$ cat src/rtl/stopwatch_pkg.sv
// rtl/stopwatch_pkg.sv - shared state encodings and sizing helpers for the stopwatch controller
//
// Purpose: state codes (identical to the ssLED status codes), the default
// clock frequency and the prescaler width calculation.
// Ports: none (package).

package stopwatch_pkg;

    typedef enum logic [1:0] {
        ST_IDLE  = 2'd0,
        ST_PAUSE = 2'd1,
        ST_RUN   = 2'd2,
        ST_MODE  = 2'd3
    } state_t;

    localparam int CLK_HZ_DEFAULT = 50_000_000;

    // Bits needed to count 0 .. clk_hz/tick_hz-1; never less than one bit.
    function automatic int presc_width(input int clk_hz, input int tick_hz);
        int div;
        div = clk_hz / tick_hz;
        return (div <= 2) ? 1 : $clog2(div);
    endfunction

endpackage

$ cat src/rtl/key_debounce.sv
// rtl/key_debounce.sv - synchronizer and stability-counter debouncer for one active-low key
//
// Purpose: turns a raw active-low push key into a single one-cycle press pulse
// per accepted press. Releases produce no pulse; glitches shorter than
// DEBOUNCE_CYC cycles are ignored.
// Ports:
//   CLOCK_50  in   system clock
//   RESET_N   in   asynchronous active-low reset
//   key_n     in   raw key, active-low, asynchronous to CLOCK_50
//   press     out  one-cycle pulse on an accepted 1->0 transition

module key_debounce
    import stopwatch_pkg::*;
#(
    parameter int DEBOUNCE_CYC = 1_000_000
) (
    input  logic CLOCK_50,
    input  logic RESET_N,
    input  logic key_n,
    output logic press
);

    localparam int CW = (DEBOUNCE_CYC > 1) ? $clog2(DEBOUNCE_CYC) : 1;
    localparam logic [CW-1:0] CNT_MAX = CW'(DEBOUNCE_CYC - 1);

    logic          sync1;
    logic          sync2;
    logic          level;
    logic [CW-1:0] cnt;

    always_ff @(posedge CLOCK_50 or negedge RESET_N) begin
        if (!RESET_N) begin
            sync1 <= 1'b1;
            sync2 <= 1'b1;
            level <= 1'b1;
            cnt   <= '0;
            press <= 1'b0;
        end else begin
            sync1 <= key_n;
            sync2 <= sync1;
            press <= 1'b0;
            // cnt measures how long sync2 has disagreed with the accepted level;
            // any agreement restarts the measurement.
            if (sync2 == level) begin
                cnt <= '0;
            end else if (cnt == CNT_MAX) begin
                level <= sync2;
                cnt   <= '0;
                press <= ~sync2;
            end else begin
                cnt <= cnt + 1'b1;
            end
        end
    end

endmodule

$ cat src/rtl/stopwatch_ctrl.sv
// rtl/stopwatch_ctrl.sv - key debouncing, IDLE/PAUSE/RUN/MODE sequencing and gated tick generation
//
// Purpose: front end for the BCD digit chain; produces the count-enable tick
// and the clear pulse from two debounced push keys.
// Ports:
//   CLOCK_50  in   system clock
//   RESET_N   in   asynchronous active-low reset
//   KEY[1:0]  in   raw active-low keys; KEY[0]=start/stop, KEY[1]=clear/mode
//   run_en    out  high in RUN and MODE
//   tick      out  one-cycle count enable at TICK_HZ while run_en
//   clr       out  one-cycle clear pulse on PAUSE -> IDLE
//   mode      out  high in MODE
//   ssLED     out  state code for the status LEDs

module stopwatch_ctrl
    import stopwatch_pkg::*;
#(
    parameter int CLK_HZ       = CLK_HZ_DEFAULT,
    parameter int TICK_HZ      = 1,
    parameter int DEBOUNCE_CYC = 1_000_000
) (
    input  logic       CLOCK_50,
    input  logic       RESET_N,
    input  logic [1:0] KEY,
    output logic       run_en,
    output logic       tick,
    output logic       clr,
    output logic       mode,
    output logic [1:0] ssLED
);

    localparam int DIV = CLK_HZ / TICK_HZ;
    localparam int PW  = presc_width(CLK_HZ, TICK_HZ);
    localparam logic [PW-1:0] PRESC_MAX = PW'(DIV - 1);

    state_t        state;
    state_t        nxt;
    logic [PW-1:0] presc;
    logic          p0;
    logic          p1;

    key_debounce #(.DEBOUNCE_CYC(DEBOUNCE_CYC)) u_key0 (
        .CLOCK_50 (CLOCK_50),
        .RESET_N  (RESET_N),
        .key_n    (KEY[0]),
        .press    (p0)
    );

    key_debounce #(.DEBOUNCE_CYC(DEBOUNCE_CYC)) u_key1 (
        .CLOCK_50 (CLOCK_50),
        .RESET_N  (RESET_N),
        .key_n    (KEY[1]),
        .press    (p1)
    );

    // Start/stop takes priority: a simultaneous clear/mode press is dropped.
    always_comb begin
        nxt = state;
        if (p0) begin
            case (state)
                ST_IDLE:  nxt = ST_RUN;
                ST_RUN:   nxt = ST_PAUSE;
                ST_PAUSE: nxt = ST_RUN;
                ST_MODE:  nxt = ST_PAUSE;
                default:  nxt = ST_IDLE;
            endcase
        end else if (p1) begin
            case (state)
                ST_RUN:   nxt = ST_MODE;
                ST_PAUSE: nxt = ST_IDLE;
                ST_MODE:  nxt = ST_RUN;
                default:  nxt = state;
            endcase
        end
    end

    // Tick is decoded from registers only, so it cannot coincide with clr
    // (clr fires on the way out of PAUSE, where run_en is already low).
    assign tick = run_en & (presc == PRESC_MAX);

    always_ff @(posedge CLOCK_50 or negedge RESET_N) begin
        if (!RESET_N) begin
            state  <= ST_IDLE;
            ssLED  <= 2'b00;
            run_en <= 1'b0;
            mode   <= 1'b0;
            clr    <= 1'b0;
            presc  <= '0;
        end else begin
            state  <= nxt;
            ssLED  <= nxt;
            run_en <= (nxt == ST_RUN) || (nxt == ST_MODE);
            mode   <= (nxt == ST_MODE);
            clr    <= (state == ST_PAUSE) && (nxt == ST_IDLE);
            // Prescaler holds while paused so a resume keeps the partial second.
            if ((state == ST_PAUSE) && (nxt == ST_IDLE)) begin
                presc <= '0;
            end else if (run_en) begin
                presc <= (presc == PRESC_MAX) ? '0 : presc + 1'b1;
            end
        end
    end

endmodule

$ cat config.mk
export PLATFORM = sky130hd
export DESIGN_NAME = stopwatch_ctrl
export DESIGN_NICKNAME = d
export VERILOG_FILES = /design/src/rtl/stopwatch_pkg.sv /design/src/rtl/key_debounce.sv /design/src/rtl/stopwatch_ctrl.sv
export SDC_FILE = /design/constraint.sdc
export NUM_CORES = 1
export LEC_CHECK = 0
export ABC_CLOCK_PERIOD_IN_PS = 6100
export CAP_MARGIN = 20
export CORE_MARGIN = 5
export CORE_UTILIZATION = 39
export DETAILED_ROUTE_END_ITERATION = 8
export PLACE_DENSITY_LB_ADDON = 0.08
export RECOVER_POWER = 25
export SYNTH_ARGS = -nofsm -noshare
export SYNTH_HDL_FRONTEND = slang
export SYNTH_HIERARCHICAL = 1
export SYNTH_SLANG_ARGS = --single-unit
export TNS_END_PERCENT = 10
$ cat constraint.sdc
create_clock -name CLOCK_50 -period 6.1 [get_ports CLOCK_50]
set_clock_uncertainty 0.15 [all_clocks]
set_input_delay 1.22 -clock CLOCK_50 [delete_from_list [all_inputs] [get_ports CLOCK_50]]
set_output_delay 1.22 -clock CLOCK_50 [all_outputs]
set_load 0.005 [all_outputs]
==> out/results.txt <==
Yosys reg bits -> 79
Largest stage delay on the critical path -> 0.57 ns
Vias in the first global route -> 2817
IO Count -> 10
Floorplan row count -> 36
Yosys warnings -> 6
Synthesized net count -> 409
Ant. Diodes -> 0
DP Area -> 4100 um^2
Avg Inst Size Synth -> 9.70 um^2
# fillers -> 982
Synth-to-Final Area Change -> 10.9%
Htree depth -> 3
DR iter-0 viols -> 74
Maximum clock frequency -> 256 MHz
DP HPWL -> 5060 um
Die height -> 110 um
Clk slew on worst S/H paths -> 0.09 ns
Sequential area share after synthesis -> 50.9%
Num CTS Buffers -> 9
Average wire per standard cell -> 13.8 um
Post-synth EDFFs -> 0
Die area -> 12100 um^2
GP Congestion -> 0.772
Initial antenna violation count -> 0
Period utilization -> 64.0%
Post-route cell area -> 4320 um^2
Fraction of layout cells with a size suffix above 1 -> 11.3%
Reg2reg start -> u_key0/press
First-pass GRT wire length -> 13400 um
Effective utilization at floorplan -> 39.9%
CP arrival -> 2.53 ns
Crit Path Max Fanout -> 5
Nets -> 417
Synthesized cell area -> 3900 um^2
Worst Setup Path Type -> reg2out
Status -> finished, final reports clean
CP endpoint kind -> primary output
Cell variety after synth -> 42
Pwr per Cell Area -> 221 nW/um^2
Pin count of the biggest net entering global routing -> 80
Post-CTS sizing -> 0
CP startpoint kind -> register
R2R Setup Slk -> 3.66 ns
Remaining antenna violation count -> 0
Clock Latency Late Sink -> 0.35 ns
Post-Layout Cell Count -> 548
Fin crit period -> 3.90 ns
Critical Path RT -> 4.73 ns
Max rail drop VDD -> 0.138 mV
Fin. Hold Viols -> 0
Clock root buffer -> clkbuf_8
WHS Endpoint -> u_key1/sync2
Hold Path Depth -> 0
Core area -> 9770 um^2
Drt total wl -> 7570 um
Final core utilization -> 44.2%
RR Endpoint -> presc[17]
Async SR Flop Fraction -> 100%
Multi-input gate area -> 1780 um^2
DRC violations left -> 0
CTS sink cnt -> 79
Max Buffers Root-to-Sink -> 2
Worst hold start -> u_key1/sync1
Final setup violation count -> 0
Final count of pins violating max slew -> 0
Main synth FF type -> dfrtp_1
Overall Power -> 957 uW
Input/output buffers -> 9
Max_slew headroom -> 2.47%
Cells after Synth -> 402
Worst path slowest cell -> or4_4
Post-CTS Setup Bufs -> 0
RSZ-0062 raised after global routing -> false
GRT overflow -> 0
DIE WIDTH -> 110 um
Worst min path class -> reg2reg
Lkg Pwr -> 0.00171 uW
Cts hold-fix bufs -> 0
Fin Setup TNS -> 0 ns
Vias -> 2832
Dpl cells -> 531
CTS tree -> done
Max_cap viols -> 0
Total GRT Usage -> 14.1%
First-pass detailed-route iteration total -> 4
Register area -> 1980 um^2
Least-Margin Pin Slew -> 1.46 ns
Crit path cell chain -> or4_4 > nor4_1 > and3_1 > and2_1 > clkdlybuf4s50_1
Vias per Instance -> 5.17
R2R depth -> 4
## routing by layer
| layer | up-vias | share of wire [%] | track usage [%] |
|---|---|---|---|
| li1 | 1431 | - | - |
| met4 | 0 | 1.3 | 4.81 |
| met1 | 1369 | 51 | 19.2 |
| met3 | 10 | 2.5 | 3.58 |
| met5 | - | 0 | 0 |
| met2 | 22 | 45 | 22.0 |
## cells in the final DEF (no fill, tap or decap), types with 7 or more instances in the layout
cell type   n
nand3_1    22
inv_1      16
nand4_1    15
or3_1       8
a21oi_1    26
or4_1      10
nor4_1     10
dfrtp_1    73
clkbuf_8    9
or3_2       7
xor2_1     15
nand2_1    22
xnor2_1    25
and3_1      7
nor3_1     10
nor2_1     52
o21ai_0    17
## logic make-up after synthesis
kind of cell,after synthesis,share of synthesized area (%)
simple gates,190,26.8
flops,79,50.9
compound gates,57,8.54
xor+xnor,40,8.99
buf+inv,31,3.24
fa+ha+maj,3,0.963
mux,2,0.578
## cells in the mapped netlist, types with 7 or more instances
library cell  instances  share of area, %
nand4_1              15               2.4
a21oi_1              26               3.3
nor2_1               52               5.0
nor3_1               10               1.3
nor4_1               10               1.6
nand2_1              22               2.1
or3_1                 8               1.3
clkbuf_1             12               1.2
o21ai_0              19               2.4
xor2_1               15               3.4
inv_1                16               1.5
and3_1                7               1.1
or4_1                10               1.9
dfrtp_1              73                47
xnor2_1              25               5.6
or3_2                 7               1.3
nand3_1              22               2.8
## layout make-up
type | count | area share, %
Inverter | 16 | 1.39
Clock inverter | 7 | 1.82
Tap cell | 133 | 3.85
Multi-Input combinational cell | 292 | 41.2
Timing Repair Buffer | 12 | 2.92
Sequential cell | 79 | 45.9
Clock buffer | 9 | 2.87
## worst max path at each step
stage                          from   end  slack [ns]  cells past startpoint
final                     presc[10]  tick        2.20                      5
after global routing      presc[10]  tick        2.07                      5
after CTS                 presc[10]  tick        2.16                      5
after detailed placement  presc[10]  tick        2.56                      5
after global placement    presc[10]  tick        2.59                      5
after floorplan           presc[10]  tick        3.26                      4
## flip-flops by register name, indices dropped and copies added, names as in the netlist, 2 cells and up
name,count
u_key0/cnt,20
u_key1/cnt,20
state,2
presc,26
## where the power goes
part | internal (uW) | switching (uW)
combinational | 7.19 | 17.6
sequential | 529 | 4.81
clock | 194 | 205
## critical path, delay by kind of cell (launching register included)
kind / cells / cell delay (ns)
and+or+nand+nor: 4 / 1.28
buffers and inverters: 1 / 0.49
DFF: 1 / 0.43
## stage by stage
stage,hold WS (ns),setup WS (ns)
finish,0.211,2.20
global placement,0.196,2.59
CTS,0.213,2.16
detailed placement,0.200,2.56
global route,0.220,2.07
floorplan,0.195,3.26
(Power assumes the default switching activity.)
